$ cat src/rtl/pcs_pkg.sv
// rtl/pcs_pkg.sv - shared PCS constants for the 64b/66b transmit path
package pcs_pkg;

  localparam int DATA_WIDTH = 32;
  localparam int HDR_WIDTH  = 2;

  // Last value of the gearbox sequence counter; this slot is the pause slot.
  localparam int GB_SEQ_MAX = 32;

  localparam logic [1:0] SYNC_DATA = 2'b01;
  localparam logic [1:0] SYNC_CTRL = 2'b10;

endpackage

$ cat src/rtl/tx_gearbox.sv
// rtl/tx_gearbox.sv - 64b/66b transmit gearbox, 32 payload words + 16 headers in, 33 PMA words out
module tx_gearbox #(
  parameter int DATA_WIDTH = pcs_pkg::DATA_WIDTH,
  parameter int HDR_WIDTH  = pcs_pkg::HDR_WIDTH,
  parameter int TRDY_LEAD  = 2
) (
  input  logic                  i_clk,
  input  logic                  i_reset_n,
  input  logic [DATA_WIDTH-1:0] i_rx_data,
  input  logic [HDR_WIDTH-1:0]  i_rx_hdr,
  input  logic                  i_rx_data_valid,
  output logic                  o_tx_trdy,
  output logic [DATA_WIDTH-1:0] o_tx_data,
  output logic                  o_tx_data_valid,
  output logic                  o_err_overflow,
  output logic                  o_err_underflow
);

  import pcs_pkg::*;

  localparam int ACC_WIDTH = 2 * DATA_WIDTH;
  localparam int EXT_WIDTH = DATA_WIDTH + HDR_WIDTH;
  localparam logic [5:0] SEQ_PAUSE = 6'(GB_SEQ_MAX);
  localparam logic [5:0] SEQ_TRDY  = 6'(GB_SEQ_MAX - TRDY_LEAD);

  logic [5:0]            seq, seq_next;
  logic                  ph, ph_next;
  logic                  started;
  logic [DATA_WIDTH-1:0] rem, rem_next;
  logic [5:0]            fill, fill_next;
  logic                  pause, step, consume;
  logic [DATA_WIDTH-1:0] word;
  logic [HDR_WIDTH-1:0]  hdr;
  logic [EXT_WIDTH-1:0]  ext;
  logic [ACC_WIDTH-1:0]  acc;
  logic [DATA_WIDTH-1:0] out_word;

  assign o_tx_trdy = !(started && seq == SEQ_TRDY);

  always_comb begin
    pause   = started && (seq == SEQ_PAUSE);
    step    = started || i_rx_data_valid;
    consume = step && !pause;

    // A missing word is replaced by zeros so later headers keep their bit offsets.
    word = i_rx_data_valid ? i_rx_data : '0;
    hdr  = i_rx_data_valid ? i_rx_hdr : '0;
    ext  = ph ? {{HDR_WIDTH{1'b0}}, word} : {word, hdr};
    acc  = {{DATA_WIDTH{1'b0}}, rem} | ({{(ACC_WIDTH - EXT_WIDTH){1'b0}}, ext} << fill);

    seq_next  = seq;
    ph_next   = ph;
    rem_next  = rem;
    fill_next = fill;
    out_word  = acc[DATA_WIDTH-1:0];

    if (pause) begin
      // Exactly one full word is left over after 16 blocks; flush it.
      seq_next  = '0;
      rem_next  = '0;
      fill_next = '0;
      out_word  = rem;
    end else if (consume) begin
      seq_next  = seq + 6'd1;
      ph_next   = !ph;
      rem_next  = acc[ACC_WIDTH-1:DATA_WIDTH];
      fill_next = ph ? fill : fill + 6'(HDR_WIDTH);
    end
  end

  always_ff @(posedge i_clk) begin
    if (!i_reset_n) begin
      seq             <= '0;
      ph              <= 1'b0;
      started         <= 1'b0;
      rem             <= '0;
      fill            <= '0;
      o_tx_data       <= '0;
      o_tx_data_valid <= 1'b0;
      o_err_overflow  <= 1'b0;
      o_err_underflow <= 1'b0;
    end else begin
      seq             <= seq_next;
      ph              <= ph_next;
      started         <= started || i_rx_data_valid;
      rem             <= rem_next;
      fill            <= fill_next;
      if (step) begin
        o_tx_data       <= out_word;
        o_tx_data_valid <= 1'b1;
      end
      o_err_overflow  <= pause && i_rx_data_valid;
      o_err_underflow <= consume && !i_rx_data_valid;
    end
  end

endmodule

$ cat config.mk
export PLATFORM = sky130hd
export DESIGN_NAME = tx_gearbox
export DESIGN_NICKNAME = d
export VERILOG_FILES = /design/src/rtl/pcs_pkg.sv /design/src/rtl/tx_gearbox.sv
export SDC_FILE = /design/constraint.sdc
export NUM_CORES = 1
export LEC_CHECK = 0
export ABC_AREA = 1
export BUFFER_PORTS_ARGS = -buffer_cell sky130_fd_sc_hd__clkbuf_2
export CORE_MARGIN = 2
export CORE_UTILIZATION = 51
export CTS_CLUSTER_SIZE = 12
export DETAILED_ROUTE_END_ITERATION = 10
export GPL_ROUTABILITY_DRIVEN = 1
export PLACE_DENSITY = 0.73
export SLEW_MARGIN = 30
export SYNTH_ARGS = -nofsm -noshare
export SYNTH_HDL_FRONTEND = slang
export SYNTH_SLANG_ARGS = --single-unit
$ cat constraint.sdc
create_clock -name i_clk -period 1.8 [get_ports i_clk]
set_clock_uncertainty 0.2 [all_clocks]
set_input_delay 0 -clock i_clk [delete_from_list [all_inputs] [get_ports i_clk]]
set_output_delay 0 -clock i_clk [all_outputs]
set_load 0.01 [all_outputs]
# Word level (Yosys, flattened, before mapping)
# Cells that the tools add are included.
[classes] bitwise_logic=4 shifts=1 muxes=4 eq_ne=2 addsub=2 reduce_logical=13
[op_table] cell="32-bit 2-to-1 mux" n=2
[op_table] cell="32-bit by 64-bit bitwise OR with 64-bit output" n=1
[op_table] cell="34-bit by 6-bit << shifter with 64-bit output" n=1
[op_table] cell="34-bit 2-to-1 mux" n=1
[op_table] cell="6-bit by 1-bit adder with 6-bit output, second input constant" n=1
[op_table] cell="6-bit by 2-bit adder with 6-bit output, second input constant" n=1
[op_table] cell="6-bit by 5-bit == test with 1-bit output, second input constant" n=1
[op_table] cell="6-bit == test, second input constant" n=1
[op_table] cell="1-bit logical AND" n=5
[op_table] cell="1-bit logical NOT" n=4
[op_table] cell="2-bit AND reduction" n=2
[op_table] cell="1-bit inverter" n=3
[op_table] cell="2-bit 2-to-1 mux" n=1
[op_table] cell="2-bit OR reduction" n=1
[op_table] cell="1-bit logical OR" n=1
[word_totals] register_bits=81 out_inout_bits=36 input_bits=37

# Longest topological paths before layout
[depth] ltp_word=5 ltp_mapped=14

# Least setup slack after synthesis
# No wires, ideal clock.
[synth_timing] path_type="flip-flop to flip-flop" from="register seq[0]" to="register rem[6]" required_time_ns=1.483 arrival_time_ns=1.515 slack_ns=-0.032 stages_incl_launch_ff=12 path_cell_list="dfxtp_1 -> inv_1 -> ha_1 -> nand2_1 -> nor3_1 -> nand3_1 -> nand2_2 -> inv_2 -> clkbuf_1 -> o21ai_0 -> nor2_1 -> nor2_1"
[synth_between] elab_chain_len=4 word_cells_on_any_way=5 classes_between="eq/ne: 1; reduce/logical: 4"
[synth_rtl] element="start: declaration" line_no="tx_gearbox.sv:26" rtl="logic [5:0] seq, seq_next;"
[synth_rtl] element="start signal: assignment" line_no="tx_gearbox.sv:83" rtl="seq <= seq_next;"
[synth_rtl] element="6-bit == test (*)" line_no="tx_gearbox.sv:41" rtl="pause = started && (seq == SEQ_PAUSE);"
[synth_rtl] element="1-bit logical AND (*)" line_no="tx_gearbox.sv:41"
[synth_rtl] element="1-bit logical NOT" line_no="tx_gearbox.sv:43" rtl="consume = step && !pause;"
[synth_rtl] element="1-bit logical AND" line_no="tx_gearbox.sv:43"
[synth_rtl] element="end signal: assignment" line_no="tx_gearbox.sv:86" rtl="rem <= rem_next;"
[synth_rtl] element="end: declaration" line_no="tx_gearbox.sv:29" rtl="logic [DATA_WIDTH-1:0] rem, rem_next;"
# Mark *: on every way between the ends. The rest lies on a longest branch, timed or not.
# A chain may end at the register's enable or synchronous reset.

# Final worst setup path
[layout_timing] from="register ph" to="register rem[20]"
[layout_between] elab_chain_len=3
[layout_rtl] element="start: declaration" line_no="tx_gearbox.sv:27" rtl="logic ph, ph_next;"
[layout_rtl] element="start signal: assignment" line_no="tx_gearbox.sv:84" rtl="ph <= ph_next;"
[layout_rtl] element="34-bit 2-to-1 mux" line_no="tx_gearbox.sv:48" rtl="ext = ph ? {{HDR_WIDTH{1'b0}}, word} : {word, hdr};"
[layout_rtl] element="34-bit by 6-bit << shifter with 64-bit output" line_no="tx_gearbox.sv:49" rtl="acc = {{DATA_WIDTH{1'b0}}, rem} | ({{(ACC_WIDTH - EXT_WIDTH){1'b0}}, ext} << fill);"
[layout_rtl] element="32-bit by 64-bit bitwise OR with 64-bit output" line_no="tx_gearbox.sv:49"
# Every way passes these cells.

==> flow_metrics.env <==
export IMPL_status="complete, but fails checks"
export IMPL_violations="negative setup slack"
export IMPL_p_switching_w=0.00238
export IMPL_design_die_area_mm2=0.0120
export IMPL_wl_met3_mm=2.41
export IMPL_die_h_um=110
export IMPL_multi_input_area_mm2=0.00441
export IMPL_fill_cells=900
export IMPL_maxCapViolCount=0
export IMPL_avgSynthCellArea_um2=5.88
export IMPL_cp_required_ns=1.91
export IMPL_pwr_share_comb=0.416
export IMPL_yosys_warnings=0
export IMPL_wl_per_cell_um=19.1
export IMPL_grt_usage=0.370
export IMPL_final_cell_area_mm2=0.00810
export IMPL_die_w_um=110
export IMPL_pwr_share_clk=0.253
export IMPL_antenna_found_initial=0
export IMPL_grt_overflow=0
export IMPL_ir_worst_vdd_mv=0.544
export IMPL_top_layer="met4"
export IMPL_grt_max_degree=60
export IMPL_cts_root_buf="clkbuf_8"
export IMPL_io_buffers=72
export IMPL_hold_violations=0
export IMPL_clk_path_buf_depth=2
export IMPL_dp_hpwl_mm=15.3
export IMPL_seqCellArea_mm2=0.00161
export IMPL_dr_pass1_iters=6
export IMPL_drive_gt1_frac=0.366
export IMPL_seqPwrFrac=0.331
export IMPL_wl_mm=23.4
export IMPL_worstSetupStartpointType="flop"
export IMPL_worstMarginPinSlew_ns=0.554
export IMPL_rsz0062_at_grt="yes"
export IMPL_p_sw_frac=0.392
export IMPL_io_pins=73
export IMPL_gp_congestion=0.994
export IMPL_setup_violations=63
export IMPL_synth_fp_nets=1008
export IMPL_path_clk_slew_ns=0.09
export IMPL_drc_errors=0
export IMPL_route_met2_wl_mm=10.8
export IMPL_crit_type="reg -> reg"
export IMPL_layout_nets=1122
export IMPL_internal_power_w=0.00369
export IMPL_fmax_ghz=0.513
export IMPL_relSlewSlack=0.630
export IMPL_finalWorstSetupSlack_ns=-0.149
export IMPL_start_util=0.525
export IMPL_ant_nets=0
export IMPL_design_core_area_mm2=0.0108
export IMPL_hold_path_class="in -> reg"
export IMPL_syn_area_mm2=0.00569
export IMPL_crit_path_max_fanout=12
export IMPL_area_growth_pct=42.3
export IMPL_fin_crit_ns=1.95
export IMPL_synth_seq_area_share=0.282
export IMPL_clock_latency_ns=0.38
export IMPL_htreeDepth=3
export IMPL_final_common_cell="nand3_1"
export IMPL_grt_pass1_wl_mm=34.1
export IMPL_cts_num_sinks=80
export IMPL_power_leakage_nw=3.67
export IMPL_period_share=1.08
export IMPL_cts_tree="done"
export IMPL_most_common_layout_cells="nand3_1 (191), nand2_1 (178), nand3_2 (86)"
export IMPL_cts_buffers=9
export IMPL_post_place_ws_ns=-0.210
export IMPL_met1Wirelength_mm=8.67
export IMPL_cp_data_arrival_time_ns=2.06
export IMPL_p_per_area_mw_per_mm2=750
export IMPL_drt_iter0_drc=837
export IMPL_num_vias=7726
export IMPL_grt_pass1_vias=6791
export IMPL_tns_ns=-3.92
export IMPL_rows=38
export IMPL_viasPerCell=6.31
export IMPL_ys_ff_latch=80
export IMPL_slew_violations=0
export IMPL_placed_area_mm2=0.00667
export IMPL_synth_cell_types=24
export IMPL_diodes=0
export IMPL_synthesis_instances=967
export IMPL_crit_path_end_kind="flop"
## synth_stat cells (all sizes together)
cell type	instances	share of area
nand2	240	0.16
nand3	283	0.25
clkbuf	36	0.024
a31oi	6	0.0066
inv	39	0.026
a21oi	75	0.066
nor2	65	0.044
o21a	1	0.0013
nand4	18	0.020
ha	4	0.0088
buf	40	0.042
nor3	6	0.0053
and2	1	0.0011
dfxtp	80	0.28
o21ai	73	0.065
## state kept, by name, summed over array words and instances, names as in the netlist
name             count
o_tx_data_valid      1
o_err_overflow       1
started              1
rem                 32
fill                 5
o_tx_data           32
ph                   1
seq                  6
o_err_underflow      1
## layout make-up
type	count	area share
repair buffers	179	0.188
clock inverters	5	0.0100
clock buffers	10	0.0170
flip-flops and latches	80	0.199
inverters	39	0.0206
multi-input cells	772	0.544
well taps	140	0.0216
## power groups by stage
stage / combinational, W / clock (W) / sequential, W
2_1_floorplan: 0.00120 / 0 / 0.00207
3_3_place_gp: 0.00199 / 0 / 0.00204
3_5_place_dp: 0.00200 / 0 / 0.00204
4_1_cts: 0.00219 / 0.00152 / 0.00200
5_1_grt: 0.00271 / 0.00160 / 0.00203
6_report: 0.00253 / 0.00153 / 0.00201
## metrics by stage
| step | utilization | total power (W) | hold slack, ns | std cells |
|---|---|---|---|---|
| 2_1_floorplan | - | 0.00327 | -0.0617 | 967 |
| 3_3_place_gp | 0.615 | 0.00403 | 0.162 | 1194 |
| 3_5_place_dp | 0.615 | 0.00404 | 0.164 | 1194 |
| 4_1_cts | 0.677 | 0.00570 | 0.0647 | 1216 |
| 5_1_grt | 0.747 | 0.00633 | 0.132 | 1225 |
| 6_report | 0.747 | 0.00607 | 0.0758 | 1225 |
## per-layer routing
layer | GRT usage | up-vias
li1 | - | 3532
met2 | 0.611 | 506
met5 | 0 | -
met1 | 0.466 | 3567
met4 | 0.186 | 0
met3 | 0.0575 | 121
## path summary, 6_finish.rpt
kind / endpoint / start / cells past startpoint / slack, ns
max reg2reg: rem[20]$_SDFFE_PP0P_ / ph$_SDFFE_PN0P_ / 12 / -0.15
max: rem[20]$_SDFFE_PP0P_ / ph$_SDFFE_PN0P_ / 12 / -0.15
min: o_tx_data[10]$_SDFFE_PN0P_ / i_rx_hdr[0] / 7 / 0.08
min reg2reg: rem[14]$_SDFFE_PP0P_ / rem[14]$_SDFFE_PP0P_ / 2 / 0.27
## what timing repair did
item / in CTS / in global routing
hold endpoints to repair: 38 / 0
gates resized for setup: 98 / 153
buffers inserted: 2 / 4
gates cloned: 3 / 5
endpoints found under the setup margin: 64 / 76
pin swaps: 11 / 36
hold buffers: 2 / 0
## critical path, stage by stage, from the launching register on
cell and delay, ns:
dfxtp_4 0.39, inv_4 0.08, bufbuf_16 0.29, nand3_4 0.08, nand2_1 0.09, nand2_2 0.08
nand2_2 0.09, nand2_2 0.07, nand3_1 0.09, nand2_2 0.10, nand2_2 0.08, nand3_1 0.09
a21oi_2 0.14
## cell families after synthesis
kind of cell / share of synthesized area
DFF: 0.282
adders and majority gates: 0.00880
buffers and inverters: 0.0913
and+or+nand+nor: 0.480
AOI/OAI and AO/OA: 0.139
(Power assumes the default switching activity.)
